==> src/rtl/uart_msg_pkg.sv <==
// Shared types and sizing for the "abcd" message sequencer.
// A message is NUM_CHARS 8N1 frames (FRAME_BITS each), stepped through by a SEL_W-bit mux select.
package uart_msg_pkg;

  typedef enum logic {
    IDLE = 1'b0,
    SEND = 1'b1
  } state_t;

  localparam int SEL_W        = 6;
  localparam int FRAME_BITS   = 10;
  localparam int NUM_CHARS    = 4;
  localparam int BAUD_DIV_DEF = 139;
  localparam int LAST_SEL_DEF = NUM_CHARS * FRAME_BITS - 1;

endpackage

==> src/rtl/baud_tick_gen.sv <==
// Baud divider: counts 0..BAUD_DIV-1 while en, one-cycle tick at the terminal count.
// clr holds the count at zero so each message starts on a full bit period.
module baud_tick_gen
  import uart_msg_pkg::*;
#(
  parameter int BAUD_DIV = BAUD_DIV_DEF
) (
  input  logic clk,
  input  logic rst,
  input  logic clr,
  input  logic en,
  output logic tick
);

  localparam int                CNT_W   = $clog2(BAUD_DIV);
  localparam logic [CNT_W-1:0]  CNT_MAX = CNT_W'(BAUD_DIV - 1);

  logic [CNT_W-1:0] cnt_q, cnt_d;

  always_comb begin
    cnt_d = cnt_q;
    if (clr) begin
      cnt_d = '0;
    end else if (en) begin
      cnt_d = (cnt_q == CNT_MAX) ? '0 : cnt_q + 1'b1;
    end
  end

  always_ff @(posedge clk) begin
    if (rst) begin
      cnt_q <= '0;
    end else begin
      cnt_q <= cnt_d;
    end
  end

  assign tick = en && !clr && (cnt_q == CNT_MAX);

endmodule

==> src/rtl/uart_msg_seq.sv <==
// Steps the message mux select 0..LAST_SEL per start, registers the line (start->txd 2 clk), idle-high otherwise.
// Optional UART_MSG_SEQ_LOOP_EN: with start held at the last bit, wrap straight into the next message.
module uart_msg_seq
  import uart_msg_pkg::*;
#(
  parameter int BAUD_DIV = BAUD_DIV_DEF,
  parameter int LAST_SEL = LAST_SEL_DEF
) (
  input  logic             clk,
  input  logic             rst,
  input  logic             start,
  input  logic             txd_in,
  output logic [SEL_W-1:0] sel,
  output logic             txd,
  output logic             busy,
  output logic             done
);

  localparam logic [SEL_W-1:0] LAST_SEL_V = SEL_W'(LAST_SEL);

  state_t           state_q, state_d;
  logic [SEL_W-1:0] sel_q, sel_d;
  logic             txd_q, txd_d;
  logic             done_q, done_d;
  logic             tick;
  logic             last_bit;

  // Counter is held clear outside SEND so the first bit gets a full period.
  baud_tick_gen #(
    .BAUD_DIV(BAUD_DIV)
  ) u_baud (
    .clk (clk),
    .rst (rst),
    .clr (state_q != SEND),
    .en  (state_q == SEND),
    .tick(tick)
  );

  assign last_bit = tick && (sel_q == LAST_SEL_V);

  always_ff @(posedge clk) begin
    if (rst) begin
      state_q <= IDLE;
    end else begin
      state_q <= state_d;
    end
  end

  always_comb begin
    state_d = state_q;
    case (state_q)
      IDLE: begin
        if (start) begin
          state_d = SEND;
        end
      end
      SEND: begin
        if (last_bit) begin
`ifdef UART_MSG_SEQ_LOOP_EN
          state_d = start ? SEND : IDLE;
`else
          state_d = IDLE;
`endif
        end
      end
      default: state_d = IDLE;
    endcase
  end

  always_comb begin
    sel_d  = sel_q;
    txd_d  = 1'b1;
    done_d = 1'b0;
    busy   = 1'b0;
    case (state_q)
      IDLE: begin
        sel_d = '0;
      end
      SEND: begin
        busy   = 1'b1;
        txd_d  = txd_in;
        done_d = last_bit;
        if (tick) begin
          sel_d = last_bit ? '0 : sel_q + 1'b1;
        end
      end
      default: begin
        sel_d = '0;
      end
    endcase
  end

  always_ff @(posedge clk) begin
    if (rst) begin
      sel_q  <= '0;
      txd_q  <= 1'b1;
      done_q <= 1'b0;
    end else begin
      sel_q  <= sel_d;
      txd_q  <= txd_d;
      done_q <= done_d;
    end
  end

  assign sel  = sel_q;
  assign txd  = txd_q;
  assign done = done_q;

endmodule
==> config.mk <==
export PLATFORM = sky130hd
export DESIGN_NAME = uart_msg_seq
export DESIGN_NICKNAME = d
export VERILOG_FILES = /design/src/rtl/uart_msg_pkg.sv /design/src/rtl/baud_tick_gen.sv /design/src/rtl/uart_msg_seq.sv
export SDC_FILE = /design/constraint.sdc
export NUM_CORES = 1
export LEC_CHECK = 0
export CAP_MARGIN = 20
export CORE_MARGIN = 5
export CORE_UTILIZATION = 48
export CTS_BUF_LIST = sky130_fd_sc_hd__clkbuf_8
export DETAILED_ROUTE_END_ITERATION = 10
export PLACE_DENSITY = 0.76
export SLEW_MARGIN = 0
export SYNTH_ARGS = -nofsm -noshare
export SYNTH_HDL_FRONTEND = slang
export SYNTH_HIERARCHICAL = 1
export SYNTH_SLANG_ARGS = --single-unit
export TNS_END_PERCENT = 100
==> constraint.sdc <==
create_clock -name clk -period 2 [get_ports clk]
set_clock_uncertainty 0.05 [all_clocks]
set_input_delay 0.6 -clock clk [delete_from_list [all_inputs] [get_ports clk]]
set_output_delay 0.6 -clock clk [all_outputs]
set_load 0.02 [all_outputs]
==> results of run 1 <==
-- cell families (layout without fill, tap and decap cells) --
kind of cell,after synthesis,after routing,share of synthesized area (%)
AOI/OAI and AO/OA,18,18,16.28
xor gates and xnor gates,5,5,5.478
adders and majority gates,3,3,4.695
buffers and inverters,5,23,2.817
DFF,17,17,42.57
muxes,1,1,1.252
and+or+nand+nor,38,38,26.92
-- routing by layer --
metal | global-route usage [%] | vias to the layer above
met5 | 0 | -
met4 | 10.21 | 0
met3 | 2.907 | 2
met2 | 21.28 | 15
met1 | 14.39 | 307
li1 | - | 353
-- flip-flops by register name, summed over array words and instances, names as in the netlist --
register and cells:
u_baud/cnt_q 8, sel 6, done 1, state_q 1, txd 1
-- worst min path at each step --
stage,to,slack (ns),cells past startpoint,from
floorplan,u_baud/cnt_q[7]$_SDFFE_PP0P_,0.42,2,u_baud/cnt_q[7]$_SDFFE_PP0P_
global placement,sel[5]$_SDFFE_PP0P_,0.43,2,sel[5]$_SDFFE_PP0P_
detailed placement,u_baud/cnt_q[7]$_SDFFE_PP0P_,0.44,2,u_baud/cnt_q[7]$_SDFFE_PP0P_
CTS,u_baud/cnt_q[7]$_SDFFE_PP0P_,0.45,2,u_baud/cnt_q[7]$_SDFFE_PP0P_
global route,u_baud/cnt_q[7]$_SDFFE_PP0P_,0.48,2,u_baud/cnt_q[7]$_SDFFE_PP0P_
finish,u_baud/cnt_q[7]$_SDFFE_PP0P_,0.45,2,u_baud/cnt_q[7]$_SDFFE_PP0P_
-- repair_timing --
item / 4_1_cts / 5_1_grt
gates resized for setup: 2 / 6
setup buffers: 0 / 0
endpoints found under the setup margin: 2 / 6
-- cells in the mapped netlist, types with 2 or more instances --
master / instances / share of area, %
a211oi_1: 2 / 1.9
a21oi_1: 5 / 3.1
dfxtp_1: 17 / 43
ha_1: 3 / 4.7
inv_1: 4 / 1.9
nand2_1: 8 / 3.8
nand2b_1: 2 / 1.6
nand4_1: 3 / 2.3
nor2_1: 9 / 4.2
nor2b_1: 3 / 2.3
o21ai_0: 2 / 1.3
o31ai_1: 4 / 3.8
o41ai_1: 2 / 2.2
or4_1: 3 / 2.8
or4_4: 2 / 2.8
xnor2_1: 2 / 2.2
xor2_1: 3 / 3.3
-- per-stage QoR --
step           area (um2)  hold slack [ns]  total power [mW]  setup slack, ns
2_1_floorplan       805.8           0.4162            0.3769         0.001523
3_3_place_gp        960.9           0.4341            0.3899          0.09134
3_5_place_dp        960.9           0.4372            0.3902          0.01552
4_1_cts              1011           0.4522            0.6412         0.007435
5_1_grt              1035           0.4809            0.6619         -0.04152
6_report             1035           0.4495            0.6335          0.03315
-- worst register-to-register path, stage by stage (launching register included) --
cell and delay, ns:
dfxtp_1 0.34, or4_4 0.56, nor3_4 0.18, nor2b_2 0.10, or4_1 0.52, a21oi_1 0.15
-- power by group through the flow --
| stage | logic (mW) | registers, mW | clock network [mW] |
|---|---|---|---|
| final | 0.0335 | 0.350 | 0.250 |
| after global placement | 0.0328 | 0.357 | 0 |
| after floorplan | 0.0208 | 0.356 | 0 |
| after global routing | 0.0361 | 0.351 | 0.275 |
| after CTS | 0.0326 | 0.350 | 0.259 |
| after detailed placement | 0.0328 | 0.357 | 0 |
-- layout make-up --
class	instances	area share (%)
Clock buffer	3	3.990
Clock inverter	1	0.3628
Inverter	4	1.451
Multi-Input combinational cell	65	44.86
Sequential cell	17	33.01
Tap cell	16	1.935
Timing Repair Buffer	15	14.39
==> summary.txt, run 1 <==
Setup path
  – WP buf/inv: 0
  – CP endpoint kind: register
  – Reg2reg path depth: 5
  – Crit-path max cell delay: around 0.56 ns
  – Worst Path Max Fanout: 6
  – WP data required: between 2 and 2.5 ns
  – Worst-path cell chain: or4_4 > nor3_4 > nor2b_2 > or4_1 > a21oi_1
  – R2R setup slack: 0.03 ns
  – Family with the most delay on the worst path: simple AND/OR/NAND/NOR gates
  – Worst setup path startpoint: u_baud/cnt_q[4]$_SDFFE_PP0P_
  – Crit Path Category: register to register
  – Origin of the critical flop-to-flop path: u_baud/cnt_q[4]$_SDFFE_PP0P_
  – CP Launch Type: register
  – Worst Path Arrival: 2.10 ns
  – Critical path depth: 5
  – CP max stage cell: or4_4
  – Critical Path End: sel[5]$_SDFFE_PP0P_
  – Capturing point of the worst reg2reg path: sel[5]$_SDFFE_PP0P_

Finish
  – Nets: 113
  – Multi-input logic area: 464.2 um2
  – Most common cell after layout, fill and taps aside: dfxtp_1
  – Final Core Density: approximately 67%
  – Non-Filler Instances: 121
  – Filler cell count: 127
  – Flip-flop and latch area: ~340 um2
  – Area Overhead vs Synth: 29.42%
  – Layout cells sized above 1: 16.19%
  – Most frequent cells in the layout: dfxtp_1 (16), nor2_1 (9), nand2_1 (8), clkdlybuf4s50_1 (8)
  – Number of diodes: 0

Pwr
  – Comb pwr share: 5.3%
  – Reg power frac: 55.2%
  – Int Pwr: 0.4950 mW
  – Clk pwr share: around two fifths
  – VDD IR max: 0.0003487 V
  – Leak pwr: 0.4022 nW
  – Switching power: 0.1385 mW
  – Power Dens Cells: 612.2 nW/um2
  – Switching Share: between 20% and 30%

Clock tree
  – Sink Count: 17
  – H-tree levels: 1
  – CTS buffer count: 3
  – Worst skew pair latency: 0.25 ns
  – CTS hold repair buffers: 0
  – Root Buffer: clkbuf_8
  – CTS Buffer Depth: 2
  – Worst-path clk slew: 0.07 ns
  – TritonCTS clock tree: done

Synth
  – FF+latch count, synth: 17
  – Register area share after synthesis: 42.57%
  – Post-synthesis cell type count: 30
  – Syn Inst Count: 87
  – Post-synth ARST share: 0%
  – Number of synthesized flops with an enable pin: 0
  – Synthesized area: 799.5 um2
  – Synth Flop Type: dfxtp_1
  – Mapped Nets: 94
  – Yosys warnings: 6
  – Synth Area per Inst: roughly 9.2 um2

Die
  – CORE AREA: around 1500 um2
  – Chip Height: 50.81 um
  – DIE WIDTH: 50.81 um
  – Row count: 14
  – Initial Util: 51.87%
  – IO Count: 13
  – Total die area: between 2000 and 3000 um2

STA
  – Final setup vio count: 0
  – FMAX: 0.5084 GHz
  – Max Transition Viols Final: 0
  – Setup TNS Final: 0 ns
  – Min cycle time layout: slightly below 2 ns
  – Max_slew headroom: about three quarters
  – Hold Vio Cnt, Final: 0
  – Worst Max-Slew Pin Slew: 0.3741 ns
  – RSZ-0062 raised after global routing: yes
  – Fin crit share: 98.34%

Route
  – Post-DRT Antenna Nets: 0
  – DRT iter0 DRCs: 4
  – Number of iterations in the first detailed-routing pass: 4
  – Routed wl met3: 81 um
  – WL final: 1.592 mm
  – Avg WL per Cell: about 13 um
  – Met1 WL: about 750 um
  – Via count: 677
  – DRC: 0
  – Top routing layer in use: met4
  – Vias/cell: 5.595
  – Metal2 WL: 741 um

Place
  – Inst Count DP: 117
  – PortBufs: 12
  – Gpl congestion: between 0.8 and 0.9

Run status
  – Outcome: finished, final reports clean

GRT
  – Vias in the first global route: 613
  – Initial antenna violation count: 0
  – Congestion Overflow GR: 0
  – Maximum number of pins on one net before global-route repair: 16
  – GRT Util Overall: 13.02%
  – First-pass GRT wire length: 2.546 mm

Run
  – Max-cap check violation count: 0

Worst hold path
  – Hold WC Path Type: register to register
Note: power is estimated with default switching activity, not from simulation.
==> run 2, diff against run 1 <==
--- a/config.mk
+++ b/config.mk
@@ -11,6 +11,7 @@
 export CTS_BUF_LIST = sky130_fd_sc_hd__clkbuf_8
 export DETAILED_ROUTE_END_ITERATION = 10
 export PLACE_DENSITY = 0.76
+export SETUP_SLACK_MARGIN = 0.05
 export SLEW_MARGIN = 0
 export SYNTH_ARGS = -nofsm -noshare
 export SYNTH_HDL_FRONTEND = slang
==> summary.txt, run 2 (synthesis results as in run 1) <==
Run status
  – Outcome: finished, violations left (was finished, final reports clean)
  – Failing checks: setup timing

GRT
  – GRT Util Overall: 13.28% (was 13.02%)
  – Congestion Overflow GR: 0 (unchanged)
  – Vias in the first global route: 626 (was 613)
  – Initial antenna violation count: 0 (unchanged)
  – First-pass GRT wire length: 2.697 mm (was 2.546 mm)
  – Maximum number of pins on one net before global-route repair: 11 (was 16)

Run
  – Max-cap check violation count: 0 (unchanged)

Setup path
  – Worst Path Arrival: 2.14 ns (was 2.10 ns)
  – Crit Path Category: register to register (unchanged)
  – Capturing point of the worst reg2reg path: sel[4]$_SDFFE_PP0P_ (was sel[5]$_SDFFE_PP0P_)
  – Origin of the critical flop-to-flop path: u_baud/cnt_q[2]$_SDFFE_PP0P_ (was u_baud/cnt_q[4]$_SDFFE_PP0P_)
  – CP endpoint kind: register (unchanged)
  – R2R setup slack: -0.002 ns (was 0.03 ns)
  – Critical Path End: sel[4]$_SDFFE_PP0P_ (was sel[5]$_SDFFE_PP0P_)
  – Worst setup path startpoint: u_baud/cnt_q[2]$_SDFFE_PP0P_ (was u_baud/cnt_q[4]$_SDFFE_PP0P_)
  – CP Launch Type: register (unchanged)
  – Worst Path Max Fanout: 5 (was 6)
  – WP data required: 2.14 ns (was 2.13 ns)
  – Reg2reg path depth: 5 (unchanged)

STA
  – FMAX: 0.4995 GHz (was 0.5084 GHz)
  – Hold Vio Cnt, Final: 0 (unchanged)
  – RSZ-0062 raised after global routing: yes (unchanged)
  – Final setup vio count: 1 (was 0)
  – Setup TNS Final: -0.001952 ns (was 0 ns)
  – Final setup margin: -0.001952 ns (was 0.03315 ns)
  – Worst Max-Slew Pin Slew: 0.3289 ns (was 0.3741 ns)
  – Max Transition Viols Final: 0 (unchanged)
  – Min cycle time layout: 2.002 ns (was 1.967 ns)
  – Max_slew headroom: 77.89% (was 74.79%)
  – Fin crit share: 100.1% (was 98.34%)

Route
  – Via count: 727 (was 677)
  – WL final: 1.722 mm (was 1.592 mm)
  – Number of iterations in the first detailed-routing pass: 4 (unchanged)
  – DRT iter0 DRCs: 10 (was 4)
  – Vias/cell: 5.770 (was 5.595)
  – Avg WL per Cell: 13.67 um (was 13.16 um)
  – DRC: 0 (unchanged)
  – Post-DRT Antenna Nets: 0 (unchanged)

Place
  – Gpl congestion: 0.8178 (was 0.8558)
  – PortBufs: 12 (unchanged)
  – DP Wirelength: approximately 1.2 mm

Pwr
  – Power Dens Cells: 589.3 nW/um2 (was 612.2 nW/um2)
  – VDD IR max: 0.0004513 V (was 0.0003487 V)
  – Leak pwr: 0.4257 nW (was 0.4022 nW)

Clock tree
  – CTS hold repair buffers: 0 (unchanged)
  – Root Buffer: clkbuf_8 (unchanged)
  – Worst skew pair latency: 0.25 ns (about the same)
  – Sink Count: 17 (unchanged)
  – CTS buffer count: 3 (unchanged)
  – Worst-path clk slew: 0.07 ns (about the same)
  – TritonCTS clock tree: done (unchanged)
  – H-tree levels: 1 (unchanged)
  – CTS Buffer Depth: 2 (unchanged)

Finish
  – Number of diodes: 0 (unchanged)
  – Layout cells sized above 1: 27.27% (was 16.19%)
  – Largest reg by FF count: u_baud/cnt_q (unchanged)
  – Max reg flops: 8 (unchanged)
  – Most frequent cells in the layout: dfxtp_1 (14), nor2_1 (9), buf_4 (8), nand2_1 (7), clkdlybuf4s50_1 (7) (was dfxtp_1 (16), nor2_1 (9), nand2_1 (8), clkdlybuf4s50_1 (8))
  – Final Core Density: 70.86% (was 67.13%)
  – Most common cell after layout, fill and taps aside: dfxtp_1 (unchanged)
  – Nets: 118 (was 113)
  – Area Overhead vs Synth: 36.62% (was 29.42%)

Die
  – CORE AREA: 1541 um2 (unchanged)
  – DIE WIDTH: 50.81 um (unchanged)
  – Total die area: 2582 um2 (unchanged)
  – IO Count: 13 (unchanged)
  – Row count: 14 (unchanged)
  – Chip Height: 50.81 um (unchanged)
  – Initial Util: 51.87% (unchanged)

Worst hold path
  – Hold WC Path Type: register to register (unchanged)
run 2: area by class of cell:
type | count | area, um2
Clock buffer | 3 | 41.29
Clock inverter | 1 | 5.005
Fill cell | 121 | 449.2
Inverter | 4 | 15.01
Multi-Input combinational cell | 65 | 485.5
Sequential cell | 17 | 344.1
Tap cell | 16 | 20.02
Timing Repair Buffer | 20 | 181.4
run 2: where the power goes:
| group | switching [mW] | internal (mW) |
|---|---|---|
| Clock | 0.114 | 0.138 |
| Combinational | 0.0219 | 0.0231 |
| Sequential | 0.00421 | 0.342 |
run 2: routing by layer:
layer  GRT usage (%)  part of all wire [%]
met3           5.523                   7.4
met1           16.58                    43
met4           4.255                   1.2
met2           20.66                    49
met5               0                     0
run 2: repair_timing:
item | in CTS | in global routing
setup endpoints to repair | 6 | 7
buffers inserted | 0 | 2
pin swaps | 1 | 7
hold endpoints to repair | 0 | 0
resized for setup | 3 | 12
run 2: worst min path at each step:
| stage | startpoint | end | slack, ns | depth (start not counted) |
|---|---|---|---|---|
| 3_5_place_dp | state_q$_SDFF_PP0_ | state_q$_SDFF_PP0_ | 0.43 | 1 |
| 3_3_place_gp | u_baud/cnt_q[7]$_SDFFE_PP0P_ | u_baud/cnt_q[7]$_SDFFE_PP0P_ | 0.43 | 2 |
| 4_1_cts | state_q$_SDFF_PP0_ | state_q$_SDFF_PP0_ | 0.44 | 1 |
| 5_1_grt | state_q$_SDFF_PP0_ | state_q$_SDFF_PP0_ | 0.47 | 1 |
| 2_1_floorplan | u_baud/cnt_q[7]$_SDFFE_PP0P_ | u_baud/cnt_q[7]$_SDFFE_PP0P_ | 0.42 | 2 |
| 6_report | state_q$_SDFF_PP0_ | state_q$_SDFF_PP0_ | 0.44 | 1 |
run 2: worst max-delay path: stages (launching register included):
cell     delay, ns
dfxtp_2       0.32
or4_4         0.57
nor3_4        0.30
nor2b_4       0.09
or4_4         0.49
a21oi_2       0.13
run 2: through the flow:
stage / power, mW / cells / area [um2] / hold WS [ns] / worst slack (ns)
floorplan: 0.3777 / 87 / 814.5 / 0.4162 / 0.05184
global placement: 0.3942 / 120 / 992.2 / 0.4299 / 0.06807
detailed placement: 0.3945 / 120 / 992.2 / 0.4294 / 0.01883
CTS: 0.6487 / 124 / 1035 / 0.4393 / 0.05997
global route: 0.6738 / 126 / 1092 / 0.4732 / -0.06218
finish: 0.6436 / 126 / 1092 / 0.4387 / -0.001952
==> run 3, diff against run 2 <==
--- a/config.mk
+++ b/config.mk
@@ -10,7 +10,9 @@
 export CORE_UTILIZATION = 48
 export CTS_BUF_LIST = sky130_fd_sc_hd__clkbuf_8
 export DETAILED_ROUTE_END_ITERATION = 10
+export MAX_ROUTING_LAYER = met4
 export PLACE_DENSITY = 0.76
+export RECOVER_POWER = 50
 export SETUP_SLACK_MARGIN = 0.05
 export SLEW_MARGIN = 0
 export SYNTH_ARGS = -nofsm -noshare
==> summary.txt, run 3 (synthesis results as in run 1) <==
Clock tree
  – H-tree levels: 1 (unchanged)
  – CTS hold repair buffers: 0 (unchanged)
  – TritonCTS clock tree: done (unchanged)
  – CTS Buffer Depth: 2 (unchanged)
  – Worst-path clk slew: 0.07 ns (about the same)
  – Sink Count: 17 (unchanged)
  – Root Buffer: clkbuf_8 (unchanged)
  – Worst skew pair latency: 0.25 ns (about the same)
  – CTS buffer count: 3 (unchanged)

Setup path
  – Capturing point of the worst reg2reg path: sel[4]$_SDFFE_PP0P_ (unchanged)
  – Worst Path Arrival: 2.14 ns (about the same)
  – Reg2reg path depth: 5 (unchanged)
  – Origin of the critical flop-to-flop path: u_baud/cnt_q[2]$_SDFFE_PP0P_ (unchanged)
  – Worst setup path startpoint: u_baud/cnt_q[2]$_SDFFE_PP0P_ (unchanged)
  – Crit Path Category: register to register (unchanged)
  – Crit-path max cell delay: 0.57 ns (about the same)
  – R2R setup slack: 0.003 ns (was -0.002 ns)
  – Critical Path End: sel[4]$_SDFFE_PP0P_ (unchanged)
  – Worst-path cell chain: or4_4 > nor3_4 > nor2b_4 > or4_4 > a21oi_2 (unchanged)
  – Most Frequent Cell on Critical Path: or4_4 (unchanged)
  – CP endpoint kind: register (unchanged)
  – CP max stage cell: or4_4 (unchanged)
  – WP buf/inv: 0 (unchanged)
  – WP data required: 2.14 ns (about the same)
  – Worst Path Max Fanout: 5 (unchanged)
  – Critical path depth: 5 (unchanged)
  – Family with the most delay on the worst path: simple AND/OR/NAND/NOR gates (unchanged)
  – CP Launch Type: register (unchanged)

Die
  – Row count: 14 (unchanged)
  – Initial Util: 51.87% (unchanged)
  – IO Count: 13 (unchanged)
  – DIE WIDTH: 50.81 um (unchanged)
  – CORE AREA: 1541 um2 (unchanged)
  – Chip Height: 50.81 um (unchanged)
  – Total die area: 2582 um2 (unchanged)

Route
  – Via count: 713 (was 727)
  – WL final: 1.720 mm (was 1.722 mm)
  – Post-DRT Antenna Nets: 0 (unchanged)
  – Vias/cell: 5.659 (was 5.770)
  – Avg WL per Cell: 13.65 um (was 13.67 um)
  – DRT iter0 DRCs: 12 (was 10)
  – DRC: 0 (unchanged)
  – Number of iterations in the first detailed-routing pass: 4 (unchanged)

STA
  – Worst Max-Slew Pin Slew: 0.3286 ns (was 0.3289 ns)
  – Max_slew headroom: 77.90% (was 77.89%)
  – Hold Vio Cnt, Final: 0 (unchanged)
  – Fin crit share: 99.83% (was 100.1%)
  – Hold_ws: 0.4389 ns (was 0.4387 ns)
  – Max Transition Viols Final: 0 (unchanged)
  – Final setup vio count: 0 (was 1)
  – Min cycle time layout: 1.997 ns (was 2.002 ns)
  – RSZ-0062 raised after global routing: yes (unchanged)
  – Final setup margin: 0.003465 ns (was -0.001952 ns)
  – FMAX: 0.5009 GHz (was 0.4995 GHz)

Finish
  – Number of diodes: 0 (unchanged)
  – Most common cell after layout, fill and taps aside: dfxtp_1 (unchanged)
  – Most frequent cells in the layout: dfxtp_1 (14), nor2_1 (9), buf_4 (8), nand2_1 (7), clkdlybuf4s50_1 (6) (was dfxtp_1 (14), nor2_1 (9), buf_4 (8), nand2_1 (7), clkdlybuf4s50_1 (7))
  – Layout cells sized above 1: 26.36% (was 27.27%)
  – Max reg flops: 8 (unchanged)
  – Largest reg by FF count: u_baud/cnt_q (unchanged)
  – Area Overhead vs Synth: 33.65% (was 36.62%)
  – Nets: 118 (unchanged)

GRT
  – GRT Util Overall: 13.67% (was 13.28%)
  – Met1 Use GR: 16.58% (unchanged)
  – Vias in the first global route: 626 (unchanged)
  – Congestion Overflow GR: 0 (unchanged)
  – Met3 global-route usage: 5.523% (unchanged)
  – First-pass GRT wire length: 2.697 mm (unchanged)
  – Met2 global-route usage: 20.66% (unchanged)
  – Initial antenna violation count: 0 (unchanged)
  – Maximum number of pins on one net before global-route repair: 11 (unchanged)
  – Gr busiest metal: met2 (unchanged)

Pwr
  – Leak pwr: 0.3707 nW (was 0.4257 nW)
  – Overall power: 0.6426 mW (was 0.6436 mW)
  – Power Dens Cells: 601.4 nW/um2 (was 589.3 nW/um2)
  – VDD IR max: 0.0004510 V (was 0.0004513 V)

Place
  – DP Wirelength: 1.174 mm (unchanged)
  – PortBufs: 12 (unchanged)
  – Pre-CTS setup slack: 0.01883 ns (unchanged)
  – Gpl congestion: 0.8300 (was 0.8178)

Run
  – Max-cap check violation count: 0 (unchanged)

Run status
  – Outcome: finished, final reports clean (was finished, violations left)

Worst hold path
  – Hold WC Path Type: register to register (unchanged)
run 3: cell count changes in the layout (fill, tap and decap cells not counted), sizes merged:
cell | before | now
dlygate4sd3 | 0 | 1
clkdlybuf4s50 | 7 | 6
dlymetal6s2s | 2 | 0
clkbuf | 3 | 5
run 3: area by class of cell:
cell class,instances,area (um2)
multi-input cells,65,479.2
fillers,129,473.0
flip-flops and latches,17,344.1
repair buffers,20,163.9
clock buffers,3,41.29
well taps,16,20.02
inverters,4,15.01
clock inverters,1,5.005
run 3: what timing repair did:
action,in CTS,in global routing
resized for setup,3,12
endpoints found under the setup margin,6,7
pin swaps,1,7
endpoints found under the hold margin,0,0
setup buffers,0,2
run 3: worst min-delay path by stage:
stage                                 start                            to  slack (ns)  cells past startpoint
6_report                 state_q$_SDFF_PP0_            state_q$_SDFF_PP0_        0.44                      1
5_1_grt                  state_q$_SDFF_PP0_            state_q$_SDFF_PP0_        0.47                      1
4_1_cts                  state_q$_SDFF_PP0_            state_q$_SDFF_PP0_        0.44                      1
3_5_place_dp             state_q$_SDFF_PP0_            state_q$_SDFF_PP0_        0.43                      1
3_3_place_gp   u_baud/cnt_q[7]$_SDFFE_PP0P_  u_baud/cnt_q[7]$_SDFFE_PP0P_        0.43                      2
2_1_floorplan  u_baud/cnt_q[7]$_SDFFE_PP0P_  u_baud/cnt_q[7]$_SDFFE_PP0P_        0.42                      2
run 3: worst reg2reg max path: stages (launching register included):
cell and delay (ns):
dfxtp_2 0.32, or4_4 0.57, nor3_4 0.30, nor2b_4 0.08, or4_4 0.49, a21oi_2 0.13
run 3: per-stage QoR:
step                      TNS [ns]  instance area [um2]  util (%)  std cells
after detailed placement         0                992.2     64.37        120
final                            0                 1069     69.32        126
after global routing       -0.1180                 1069     69.32        126
after CTS                        0                 1035     67.13        124
after global placement           0                992.2     64.37        120
after floorplan                  0                814.5         -         87
run 3: routing by layer:
| layer | part of all wire (%) | vias up |
|---|---|---|
| li1 | - | 360 |
| met1 | 44 | 330 |
| met2 | 48 | 20 |
| met3 | 6.1 | 3 |
| met4 | 0.93 | 0 |
| met5 | 0 | - |
run 3: power breakdown:
part	leakage, nW	switching [mW]	internal [mW]
Clock	0.0255	0.114	0.138
Combinational	0.207	0.0216	0.0226
Sequential	0.139	0.00418	0.342
Total	0.371	0.140	0.503
